===== config.mk =====
export PLATFORM = sky130hd
export DESIGN_NAME = btn_debounce_multi_flat
export DESIGN_NICKNAME = d
export VERILOG_FILES = /design/src/rtl/debounce_pkg.sv /design/src/rtl/btn_debounce_multi_if.sv /design/src/rtl/debounce_cell.sv /design/src/rtl/btn_debounce_multi.sv /design/src/flat_wrapper.sv
export SDC_FILE = /design/constraint.sdc
export NUM_CORES = 1
export LEC_CHECK = 0
export CAP_MARGIN = 10
export CORE_ASPECT_RATIO = 1.25
export CORE_MARGIN = 2
export CORE_UTILIZATION = 35
export DETAILED_ROUTE_END_ITERATION = 8
export MAX_ROUTING_LAYER = met4
export PLACE_DENSITY = 0.5
export SLEW_MARGIN = 20
export SYNTH_ARGS = -nofsm -noshare
export SYNTH_HDL_FRONTEND = slang
export SYNTH_HIERARCHICAL = 1
export SYNTH_SLANG_ARGS = --single-unit
export TNS_END_PERCENT = 30

===== constraint.sdc =====
create_clock -name clk -period 5.3 [get_ports clk]
set_input_delay 0.53 -clock clk [delete_from_list [all_inputs] [get_ports clk]]
set_output_delay 0.53 -clock clk [all_outputs]
set_load 0.005 [all_outputs]

===== src/rtl/debounce_pkg.sv =====
// Shared constants for the push-button debouncer: synchroniser depth, tick presets and a
// counter-width helper.
package debounce_pkg;

    localparam int unsigned SYNC_STAGES    = 2;
    localparam int unsigned TICK_DIV_BOARD = 100_000;
    localparam int unsigned TICK_DIV_SIM   = 4;

    // Width needed to hold 0..n-1; never narrower than one bit.
    function automatic int unsigned cnt_width(input int unsigned n);
        return (n <= 1) ? 1 : $clog2(n);
    endfunction

endpackage


===== src/rtl/btn_debounce_multi_if.sv =====
// Button-conditioner bundle: raw inputs towards the debouncer, clean levels/pulses back.
interface btn_debounce_multi_if #(
    parameter int unsigned CH = 4
) ();

    logic [CH-1:0] i_btn;
    logic [CH-1:0] o_level;
    logic [CH-1:0] o_rise;
    logic [CH-1:0] o_fall;
    logic [CH-1:0] o_repeat;
    logic          o_tick;

    modport master (
        output i_btn,
        input  o_level, o_rise, o_fall, o_repeat, o_tick
    );

    modport slave (
        input  i_btn,
        output o_level, o_rise, o_fall, o_repeat, o_tick
    );

endinterface


===== src/rtl/debounce_cell.sv =====
// One debounced channel: 2-FF synchroniser, stable counter, level/edge registers.
// Hold-to-repeat logic is built only when DEBOUNCE_REPEAT_EN is defined.
module debounce_cell
    import debounce_pkg::*;
#(
    parameter int unsigned STABLE_TICKS = 4
`ifdef DEBOUNCE_REPEAT_EN
    ,
    parameter int unsigned REPEAT_DELAY = 500,
    parameter int unsigned REPEAT_RATE  = 100
`endif
) (
    input  logic clk,
    input  logic reset_n,
    input  logic tick,
    input  logic btn,
    output logic level,
    output logic rise,
    output logic fall,
    output logic rpt
);

    localparam int unsigned CNT_W = cnt_width(STABLE_TICKS);

    logic [SYNC_STAGES-1:0] sync_q;
    logic                   sync;
    logic [CNT_W-1:0]       cnt_q, cnt_d;
    logic                   level_q, level_d;
    logic                   rise_q, rise_d;
    logic                   fall_q, fall_d;
    logic                   accept;

    assign sync   = sync_q[SYNC_STAGES-1];
    assign accept = tick && (sync != level_q) && (cnt_q == CNT_W'(STABLE_TICKS - 1));

    always_comb begin
        cnt_d   = cnt_q;
        level_d = level_q;
        rise_d  = 1'b0;
        fall_d  = 1'b0;
        if (tick) begin
            if (sync == level_q || accept) begin
                cnt_d = '0;
            end else begin
                cnt_d = cnt_q + 1'b1;
            end
        end
        if (accept) begin
            level_d = sync;
            rise_d  = sync;
            fall_d  = ~sync;
        end
    end

    always_ff @(posedge clk or negedge reset_n) begin
        if (!reset_n) begin
            sync_q  <= '0;
            cnt_q   <= '0;
            level_q <= 1'b0;
            rise_q  <= 1'b0;
            fall_q  <= 1'b0;
        end else begin
            sync_q  <= {sync_q[SYNC_STAGES-2:0], btn};
            cnt_q   <= cnt_d;
            level_q <= level_d;
            rise_q  <= rise_d;
            fall_q  <= fall_d;
        end
    end

    assign level = level_q;
    assign rise  = rise_q;
    assign fall  = fall_q;

`ifdef DEBOUNCE_REPEAT_EN
    localparam int unsigned HOLD_W = $clog2(REPEAT_DELAY + 1);
    localparam int unsigned RATE_W = cnt_width(REPEAT_RATE);

    logic [HOLD_W-1:0] hold_q, hold_d;
    logic [RATE_W-1:0] rate_q, rate_d;
    logic              rpt_q, rpt_d;

    // hold saturates at REPEAT_DELAY; rate then paces the later pulses
    always_comb begin
        hold_d = hold_q;
        rate_d = rate_q;
        rpt_d  = 1'b0;
        if (!level_q || fall_d) begin
            hold_d = '0;
            rate_d = '0;
        end else if (tick) begin
            if (hold_q != HOLD_W'(REPEAT_DELAY)) begin
                hold_d = hold_q + 1'b1;
                if (hold_q == HOLD_W'(REPEAT_DELAY - 1)) begin
                    rpt_d  = 1'b1;
                    rate_d = '0;
                end
            end else if (rate_q == RATE_W'(REPEAT_RATE - 1)) begin
                rpt_d  = 1'b1;
                rate_d = '0;
            end else begin
                rate_d = rate_q + 1'b1;
            end
        end
    end

    always_ff @(posedge clk or negedge reset_n) begin
        if (!reset_n) begin
            hold_q <= '0;
            rate_q <= '0;
            rpt_q  <= 1'b0;
        end else begin
            hold_q <= hold_d;
            rate_q <= rate_d;
            rpt_q  <= rpt_d;
        end
    end

    assign rpt = rpt_q;
`else
    assign rpt = 1'b0;
`endif

endmodule


===== src/rtl/btn_debounce_multi.sv =====
// Multi-channel button conditioner: one shared sample-tick prescaler feeding CH debounce cells.
// Define DEBOUNCE_REPEAT_EN to add hold-to-repeat pulses (REPEAT_DELAY / REPEAT_RATE).
module btn_debounce_multi
    import debounce_pkg::*;
#(
    parameter int unsigned CH           = 4,
    parameter int unsigned TICK_DIV     = TICK_DIV_BOARD,
    parameter int unsigned STABLE_TICKS = 4
`ifdef DEBOUNCE_REPEAT_EN
    ,
    parameter int unsigned REPEAT_DELAY = 500,
    parameter int unsigned REPEAT_RATE  = 100
`endif
) (
    input logic                clk,
    input logic                reset_n,
    btn_debounce_multi_if.slave bus
);

    localparam int unsigned DIV_W = cnt_width(TICK_DIV);

    logic [DIV_W-1:0] div_q;
    logic             tick_q;
    logic             div_wrap;

    assign div_wrap = (div_q == DIV_W'(TICK_DIV - 1));

    // tick is registered so it is high for the clk after the wrap cycle
    always_ff @(posedge clk or negedge reset_n) begin
        if (!reset_n) begin
            div_q  <= '0;
            tick_q <= 1'b0;
        end else begin
            div_q  <= div_wrap ? '0 : div_q + 1'b1;
            tick_q <= div_wrap;
        end
    end

    assign bus.o_tick = tick_q;

    for (genvar i = 0; i < CH; i++) begin : g_cell
        debounce_cell #(
            .STABLE_TICKS (STABLE_TICKS)
`ifdef DEBOUNCE_REPEAT_EN
            ,
            .REPEAT_DELAY (REPEAT_DELAY),
            .REPEAT_RATE  (REPEAT_RATE)
`endif
        ) u_cell (
            .clk     (clk),
            .reset_n (reset_n),
            .tick    (tick_q),
            .btn     (bus.i_btn[i]),
            .level   (bus.o_level[i]),
            .rise    (bus.o_rise[i]),
            .fall    (bus.o_fall[i]),
            .rpt     (bus.o_repeat[i])
        );
    end

endmodule


===== src/flat_wrapper.sv =====
// flat-port wrapper written by rule: the top's interface ports become plain ports
module btn_debounce_multi_flat import debounce_pkg::*;
#(
    parameter int unsigned CH           = 4,
    parameter int unsigned TICK_DIV     = TICK_DIV_BOARD,
    parameter int unsigned STABLE_TICKS = 4

)
  (clk, reset_n, bus_i_btn, bus_o_level, bus_o_rise, bus_o_fall, bus_o_repeat, bus_o_tick);
  btn_debounce_multi_if #(.CH(CH)) bus_i ();
  input logic clk;
  input logic reset_n;
  input wire logic [$bits(bus_i.i_btn)-1:0] bus_i_btn;
  output wire logic [$bits(bus_i.o_level)-1:0] bus_o_level;
  output wire logic [$bits(bus_i.o_rise)-1:0] bus_o_rise;
  output wire logic [$bits(bus_i.o_fall)-1:0] bus_o_fall;
  output wire logic [$bits(bus_i.o_repeat)-1:0] bus_o_repeat;
  output wire logic [$bits(bus_i.o_tick)-1:0] bus_o_tick;
  assign bus_i.i_btn = bus_i_btn;
  assign bus_o_level = bus_i.o_level;
  assign bus_o_rise = bus_i.o_rise;
  assign bus_o_fall = bus_i.o_fall;
  assign bus_o_repeat = bus_i.o_repeat;
  assign bus_o_tick = bus_i.o_tick;
  btn_debounce_multi #(.CH(CH), .TICK_DIV(TICK_DIV), .STABLE_TICKS(STABLE_TICKS)) u_core (.clk(clk), .reset_n(reset_n), .bus(bus_i));
endmodule

# --- After elaboration in Yosys (flattened, before gate mapping) ---
# Cells that the tools add are included.
totals:
  ff_bits: 46
  latchBits: 0
  ramBits: 0
  rom_bits: 0
  in_bits: 6
  out_inout_bits: 17
  wordCells: 69
  mem_count: 0
classes:
  add_sub_neg: 5
  mul: 0
  n_div: 0
  magnitude_cmp: 0
  eq_ne: 13
  n_shift: 0
  n_mux: 13
  bitwise_logic: 4
  n_reduce_logical: 12
op_table:
  columns: ["operator", "count"]
  rows:
  - ["adder 17 x 1 -> 17 bit (second input constant)", 1]
  - ["== test 17 bit (second input constant)", 1]
  - ["two-way mux 17 bit", 1]
  - ["adder 2 x 1 -> 2 bit (second input constant)", 4]
  - ["== test 2 bit (second input constant)", 4]
  - ["logical AND 1 bit", 8]
  - ["two-way mux 1 bit", 8]
  - ["two-way mux 2 bit", 4]
  - ["== test 1 bit", 4]
  - ["logical OR 1 bit", 4]
  - ["inequality test 1 bit", 4]
  - ["NOT 1 bit", 4]

# --- Depth between registers and ports, before layout ---
# Gate-level depths: netlist of run 1.
depth:
  word_depth: 5
  mapped_depth: 5
  depth_no_buf: 5

# --- Hierarchy ---
# The synthesis of run 1 kept the hierarchy.
by_module_without_submodules:
  columns: ["mod", "instances", "cells_per_inst", "area_per_inst_um2", "seq_area_each_um2"]
  rows:
  - ["debounce_cell", 4, 21, 272.8, 175.2]
  - ["btn_debounce_multi", 1, 75, 818.3, 450.4]

# --- Least setup slack after synthesis of run 1 ---
# OpenSTA, ideal clock, no wires.
synth_timing:
  path_kind: "register -> register"
  startpoint: "register u_core.div_q[11]"
  endpoint: "register u_core.div_q[10]"
  setup_time_ns: 0.138
  t_arrival_ns: 1.745
  required_ns: 5.162
  setup_slack_ns: 3.416
  path_stages_with_launch: 5
  n_path_buf: 0
  period_less_slack_ns: 1.884
  cell_sequence: "dfrtp_1 -> or4_1 -> or4_4 -> nor4_4 -> nor2_1"
synth_between:
  elab_chain_len: 2
synth_lines:
  columns: ["item", "line_no", "rtl"]
  rows:
  - ["from (decl)", "btn_debounce_multi.sv:22", "logic [DIV_W-1:0] div_q;"]
  - ["from (signal assigned)", "btn_debounce_multi.sv:34", "div_q <= div_wrap ? '0 : div_q + 1'b1;"]
  - ["== test 17 bit", "btn_debounce_multi.sv:26", "assign div_wrap = (div_q == DIV_W'(TICK_DIV - 1));"]
  - ["named net u_core.div_wrap", "btn_debounce_multi.sv:24", "logic div_wrap;"]
  - ["two-way mux 17 bit", "btn_debounce_multi.sv:34", null]
# The timed path passes the listed nets, and every way through them passes these cells.
# A chain may end at the register's enable or synchronous reset.

# --- Worst setup path after layout of run 1 ---
layout_timing:
  startpoint: "register u_core.tick_q (netlist: u_core/bus.o_tick)"
  endpoint: "output bus_o_tick"
layout_rtl:
  columns: ["item", "line_no", "rtl"]
  rows:
  - ["from (decl)", "btn_debounce_multi.sv:23", "logic tick_q;"]
  - ["from (signal assigned)", "btn_debounce_multi.sv:35", "tick_q <= div_wrap;"]
  - ["to (decl)", "flat_wrapper.sv:18", "output wire logic [$bits(bus_i.o_tick)-1:0] bus_o_tick;"]
# No word-level cell between the ends.

==> results of run 1 <==
-- cells by family after synthesis --
group | count (synthesis) | synth area share
AOI/OAI and AO/OA | 10 | 0.03800
xor gates and xnor gates | 18 | 0.08257
adders and majority gates | 5 | 0.03277
buffers and inverters | 14 | 0.03538
DFF | 46 | 0.6029
muxes | 4 | 0.02359
other | 4 | 0.007861
and+or+nand+nor | 58 | 0.1769
-- per-layer routing --
layer | track usage | vias up
met1 | 0.1273 | 612
met3 | 0.03140 | 7
li1 | - | 577
met2 | 0.2199 | 15
met4 | 0.05769 | 0
met5 | - | -
-- metrics by stage --
step           hold slack, ns  utilization  setup slack, ns
5_1_grt                0.2550       0.4216            3.064
6_report               0.2225       0.4216            3.154
3_5_place_dp           0.3373       0.3998            3.255
4_1_cts                0.3567       0.4211            3.132
2_1_floorplan          0.2344            -            3.416
3_3_place_gp           0.3335       0.3998            3.280
-- Yosys cell counts, types with 2 or more instances --
| master | number | area, um^2 |
|---|---|---|
| nand2_1 | 16 | 60.06 |
| dfrtp_1 | 46 | 1151 |
| ha_1 | 5 | 62.56 |
| nand3_1 | 4 | 20.02 |
| o22ai_1 | 4 | 25.02 |
| mux2_2 | 4 | 45.04 |
| buf_4 | 4 | 30.03 |
| or3b_1 | 4 | 35.03 |
| nor2_1 | 9 | 33.78 |
| o32ai_1 | 4 | 35.03 |
| nand4_1 | 4 | 25.02 |
| xor2_1 | 5 | 43.79 |
| nor3_1 | 4 | 20.02 |
| xnor2_1 | 13 | 113.9 |
| nor3b_1 | 8 | 60.06 |
| inv_1 | 9 | 33.78 |
| and4_1 | 2 | 17.52 |
| conb_1 | 4 | 15.01 |
| or4_1 | 2 | 15.01 |
-- how the worst max path moves through the flow --
stage | endpoint
floorplan | u_core/div_q[10]
global placement | u_core/div_q[5]
detailed placement | u_core/div_q[3]
CTS | bus_o_tick
global route | bus_o_tick
finish | bus_o_tick
-- cell type report --
class,count,area share
sequential,46,0.5122
multi-input combinational,99,0.3073
timing repair buffer,18,0.07906
tap,64,0.03563
clock buffer,5,0.03062
clock inverter,3,0.02004
inverter,9,0.01503
-- registers in the layout, summed over array words and instances (netlist names) --
name,flops
u_core/bus.o_tick,1
u_core/g_cell.u_cell/fall,4
u_core/g_cell.u_cell/level,4
u_core/g_cell.u_cell/rise,4
u_core/g_cell.u_cell/sync_q,8
u_core/g_cell.u_cell/cnt_q,8
u_core/div_q,17
-- power by group --
part,total (mW),switching [mW],internal (mW)
Clock,0.261,0.121,0.140
Sequential,0.356,0.00196,0.354
Combinational,0.0130,0.00847,0.00454
-- cells in the final DEF (no fill, tap or decap), types with 5 or more instances in the layout --
cell	Yosys	layout
xnor2_1	13	13
clkdlybuf4s50_1	0	17
inv_1	9	9
clkbuf_8	0	5
nor2_1	9	9
nand2_1	16	16
xor2_1	5	5
nor3b_1	8	8
dfrtp_1	46	46
ha_1	5	5
==> out/results.tsv, run 1 <==
metric	value	unit
Die Width	70.06	um
status	complete, no violations	
Slowest-stage cell, CP	dfrtp_1	
n_diodes	0	
placed inst area	2131	um^2
worst IR drop on VDD	115.4	uV
distinct cell type count after synthesis	27	
warning count from the yosys run	6	
Vias/cell	4.963	
placer's final routability congestion estimate	0.7570	
Crit path arrival time	1.62	ns
Vias	1211	
initial core utilization	0.3582	
fin crit share	0.4049	
worst-path fanout max	21	
dpl hpwl	2188	um
post-route met1 wirelength	1217	um
Setup TNS	0	ns
sequential element share of the synthesized area	0.6029	
fmax	466.0	MHz
Register Area	1151	um^2
fill cell count	520	
Worst setup SP type	register	
Worst R2R Path Depth	4	
worst-case clock skew	0.005578	ns
r2r setup slk	3.24	ns
Synth Area per Inst	12.01	um^2
core area	5330	um^2
Final Hold Viols	0	
FFs w/ async S/R, synth	1.000	
relative slew slack	0.6159	
Pre-antenna DRT Iters	4	
Synth Instances	159	
Bufs and invs on worst path	1	
DRC violations left	0	
Crit. path cell count	1	
clock sinks	46	
Hold-fix buffers, CTS	0	
antenna violations before repair	0	
max-slew violations	0	
Yosys reg bits	46	
highest routed metal layer	met4	
Power per Cell Area	280.1	nW/um^2
Routed WL	3123	um
Die Y	86.58	um
leakage	0.9558	nW
TritonCTS clock tree	yes	
final cell count without fillers	244	
die footprint	6065	um^2
R2R Path End	u_core/div_q[16]	
CP Launch Point	u_core/bus.o_tick	
Row Count	30	
setup bufs post-CTS	0	
syn_nets	170	
1st-iter DRT viols	26	
number of global-route vias before repair	1295	
Area Overhead vs Synth	17.69	%
Post-CTS Resized	0	
Placed Cells	236	
post-route cell area	2247	um^2
crit-path cells	clkdlybuf4s50_1	
Hold/Removal Path Class	input port to asynchronous set/reset pin	
Multi-input gate area	690.7	um^2
max incr delay on CP	0.71	ns
routed len/inst	12.80	um
Cell Area, Synth	1909	um^2
worst flop-to-flop path startpoint	u_core/div_q[11]	
Critical Path RT	4.77	ns
Worst Setup End Kind	output pin	
gr usage total	0.1234	
first-pass GRT wire length	5733	um
Post-synth EDFFs	0	
clock-pin slew on the worst setup and hold paths	0.08	ns
largest net degree at the start of global routing	47	
# Max-Cap Violations	0	
CTS buffer count	5	
RSZ-0062 raised after global routing	false	
crit path time final	2.146	ns
io pins	23	
met3 wire len	104	um
crit path kind	register to output pin	
gr ovfl total	0	
Routed Antenna Nets	0	
clock root cell	clkbuf_8	
final setup violating endpoints	0	
layout net count	190	
CTS H-Tree Depth	2	
Max Buffers Root-to-Sink	2	
Clock Latency Late Sink	0.30	ns
Port-buffer cells	18	
Post-synth top flop	dfrtp_1	
met2 routed WL	1743	um
worst slew pin tran	0.5762	ns
layout cells sized above 1	0.08333	
Crit path max-delay family	flip-flops	
Power Total	0.6294	mW
(Power assumes the default switching activity.)
==> run 2, diff against run 1 <==
==> constraint.sdc (replaced) <==
create_clock -name clk -period 2 [get_ports clk]
set_input_delay 0.2 -clock clk [delete_from_list [all_inputs] [get_ports clk]]
set_output_delay 0.2 -clock clk [all_outputs]
set_load 0.005 [all_outputs]
==> run 2 against run 1 <==
Net effect:
- the flow now finishes with violations (negative hold slack)
- via count is 3.3% lower
- core utilization grew 0.63 points
- critical path depth increased by 4
- combinational power grew to 2.7 times the previous value
- power rose to 2.6 times the previous value
- sequential share of layout area is 0.76 points lower
- clock power grew to 2.6 times the previous value
- sequential power grew to 2.6 times the previous value
- non-clock buffer count up 5
- worst hold slack worse by 0.23 ns
- critical path type is now register to register
- largest cell class unchanged
==> out/results.tsv, run 2 (same netlist as run 1, synthesis figures left out) <==
metric	value	unit
1st-iter DRT viols	33	
worst IR drop on VDD	308.0	uV
Final Hold Viols	27	
setup bufs post-CTS	0	
max reg flops	17	
Crit path arrival time	2.04	ns
gr usage total	0.1216	
crit path time final	1.867	ns
Routed WL	3067	um
status	complete, but fails checks	
Power per Cell Area	729.0	nW/um^2
Vias	1171	
r2r setup slk	0.13	ns
io pins	23	
Die Y	86.58	um
hold slack	-0.01059	ns
Worst Setup End Kind	register	
most frequent cells in the layout	dfrtp_1, clkdlybuf4s50_1, nand2_1, xnor2_1	
RSZ-0062 raised after global routing	false	
leakage	0.9872	nW
first-pass GRT wire length	5568	um
crit path kind	register to register	
layout net count	195	
Multi-input gate area	690.7	um^2
fin crit share	0.9335	
Routed Antenna Nets	0	
Port-buffer cells	18	
layout cells sized above 1	0.1033	
Hold/Removal Path Class	input port to asynchronous set/reset pin	
relative slew slack	0.6150	
Clock Latency Late Sink	0.29	ns
# Max-Cap Violations	0	
max incr delay on CP	0.51	ns
most used routing layer	met2	
CTS buffer count	5	
worst-path fanout max	10	
Area Overhead vs Synth	19.46	%
final core occ	0.4279	
clock root cell	clkbuf_8	
initial core utilization	0.3582	
clock sinks	46	
GR Util met1	0.1279	
crit-path cells	or4_1 > or4_4 > nor4_4 > buf_4 > a21oi_1	
antenna violations before repair	0	
worst-case clock skew	0.004115	ns
failing checks	negative hold slack	
n_diodes	0	
worst slew pin tran	0.5775	ns
routed len/inst	12.37	um
Slowest-stage cell, CP	or4_1	
Critical Path RT	2.17	ns
final setup violating endpoints	0	
R2R Path End	u_core/div_q[15]	
Row Count	30	
met2 Use GR	0.2156	
Worst setup SP type	register	
Post-CTS Resized	0	
fmax	535.6	MHz
Register Area	1151	um^2
TritonCTS clock tree	yes	
placer's final routability congestion estimate	0.7661	
core area	5330	um^2
commonest non-fill, non-tap cell in the layout	dfrtp_1	
fill cell count	522	
Worst R2R Path Depth	5	
placed inst area	2168	um^2
DRC violations left	0	
Power Total	1.663	mW
Hold-fix buffers, CTS	0	
dpl hpwl	2216	um
Reg with most FFs	u_core/div_q	
post-route cell area	2281	um^2
worst flop-to-flop path startpoint	u_core/div_q[12]	
Pre-antenna DRT Iters	3	
largest net degree at the start of global routing	47	
CTS H-Tree Depth	2	
Setup TNS	0	ns
die footprint	6065	um^2
clock-pin slew on the worst setup and hold paths	0.08	ns
Max Buffers Root-to-Sink	2	
met3 GRT Util	0.02791	
gr ovfl total	0	
max-slew violations	0	
number of global-route vias before repair	1295	
Die Width	70.06	um
registers with the most flip-flops	u_core/div_q (17), u_core/g_cell.u_cell/cnt_q (8), u_core/g_cell.u_cell/sync_q (8)	
Vias/cell	4.722	
## run 2: changes by cell type in the layout (fill, tap and decap cells not counted), sizes merged
cell,previous run,this run
buf,1,6
clkinvlp,2,0
clkbuf,5,6
## run 2: through the flow
step | hold slack (ns) | setup slack (ns) | cells
6_report | -0.01059 | 0.1331 | 248
5_1_grt | 0.02911 | 0.04654 | 248
4_1_cts | 0.007523 | 0.1253 | 248
3_5_place_dp | 0.3303 | 0.1343 | 241
3_3_place_gp | 0.3115 | 0.1582 | 241
2_1_floorplan | -0.09559 | 0.1163 | 159
## run 2: layer usage
layer | vias to the layer above | routed length, um
li1 | 582 | -
met1 | 569 | 1292
met2 | 14 | 1613
met3 | 6 | 92
met4 | 0 | 69
met5 | - | 0
## run 2: worst max-delay path by stage
stage                startpoint                to  slack (ns)
5_1_grt        u_core/div_q[12]  u_core/div_q[15]        0.05
3_5_place_dp   u_core/div_q[12]   u_core/div_q[5]        0.13
3_3_place_gp   u_core/div_q[12]  u_core/div_q[15]        0.16
6_report       u_core/div_q[12]  u_core/div_q[15]        0.13
2_1_floorplan  u_core/div_q[11]  u_core/div_q[10]        0.12
4_1_cts        u_core/div_q[12]  u_core/div_q[15]        0.13
## run 2: report_power, final
| group | internal (mW) | total (mW) | leakage (nW) | switching [mW] |
|---|---|---|---|---|
| clock | 0.400 | 0.685 | 0.0573 | 0.286 |
| combinational | 0.0127 | 0.0354 | 0.320 | 0.0227 |
| sequential | 0.937 | 0.942 | 0.610 | 0.00523 |
| total | 1.35 | 1.66 | 0.987 | 0.313 |
## run 2: layout make-up
type	count	share of cell area
clock buffer	6	0.03620
multi-input combinational	99	0.3028
clock inverter	1	0.01317
tap	64	0.03511
inverter	9	0.01481
sequential	46	0.5047
timing repair buffer	23	0.09325
## run 2: worst max-delay path, delay by kind of cell (launching register included)
family          cells  cell delay (ns)
simple gates        3             1.07
buf+inv             1             0.20
flops               1             0.43
compound gates      1             0.05
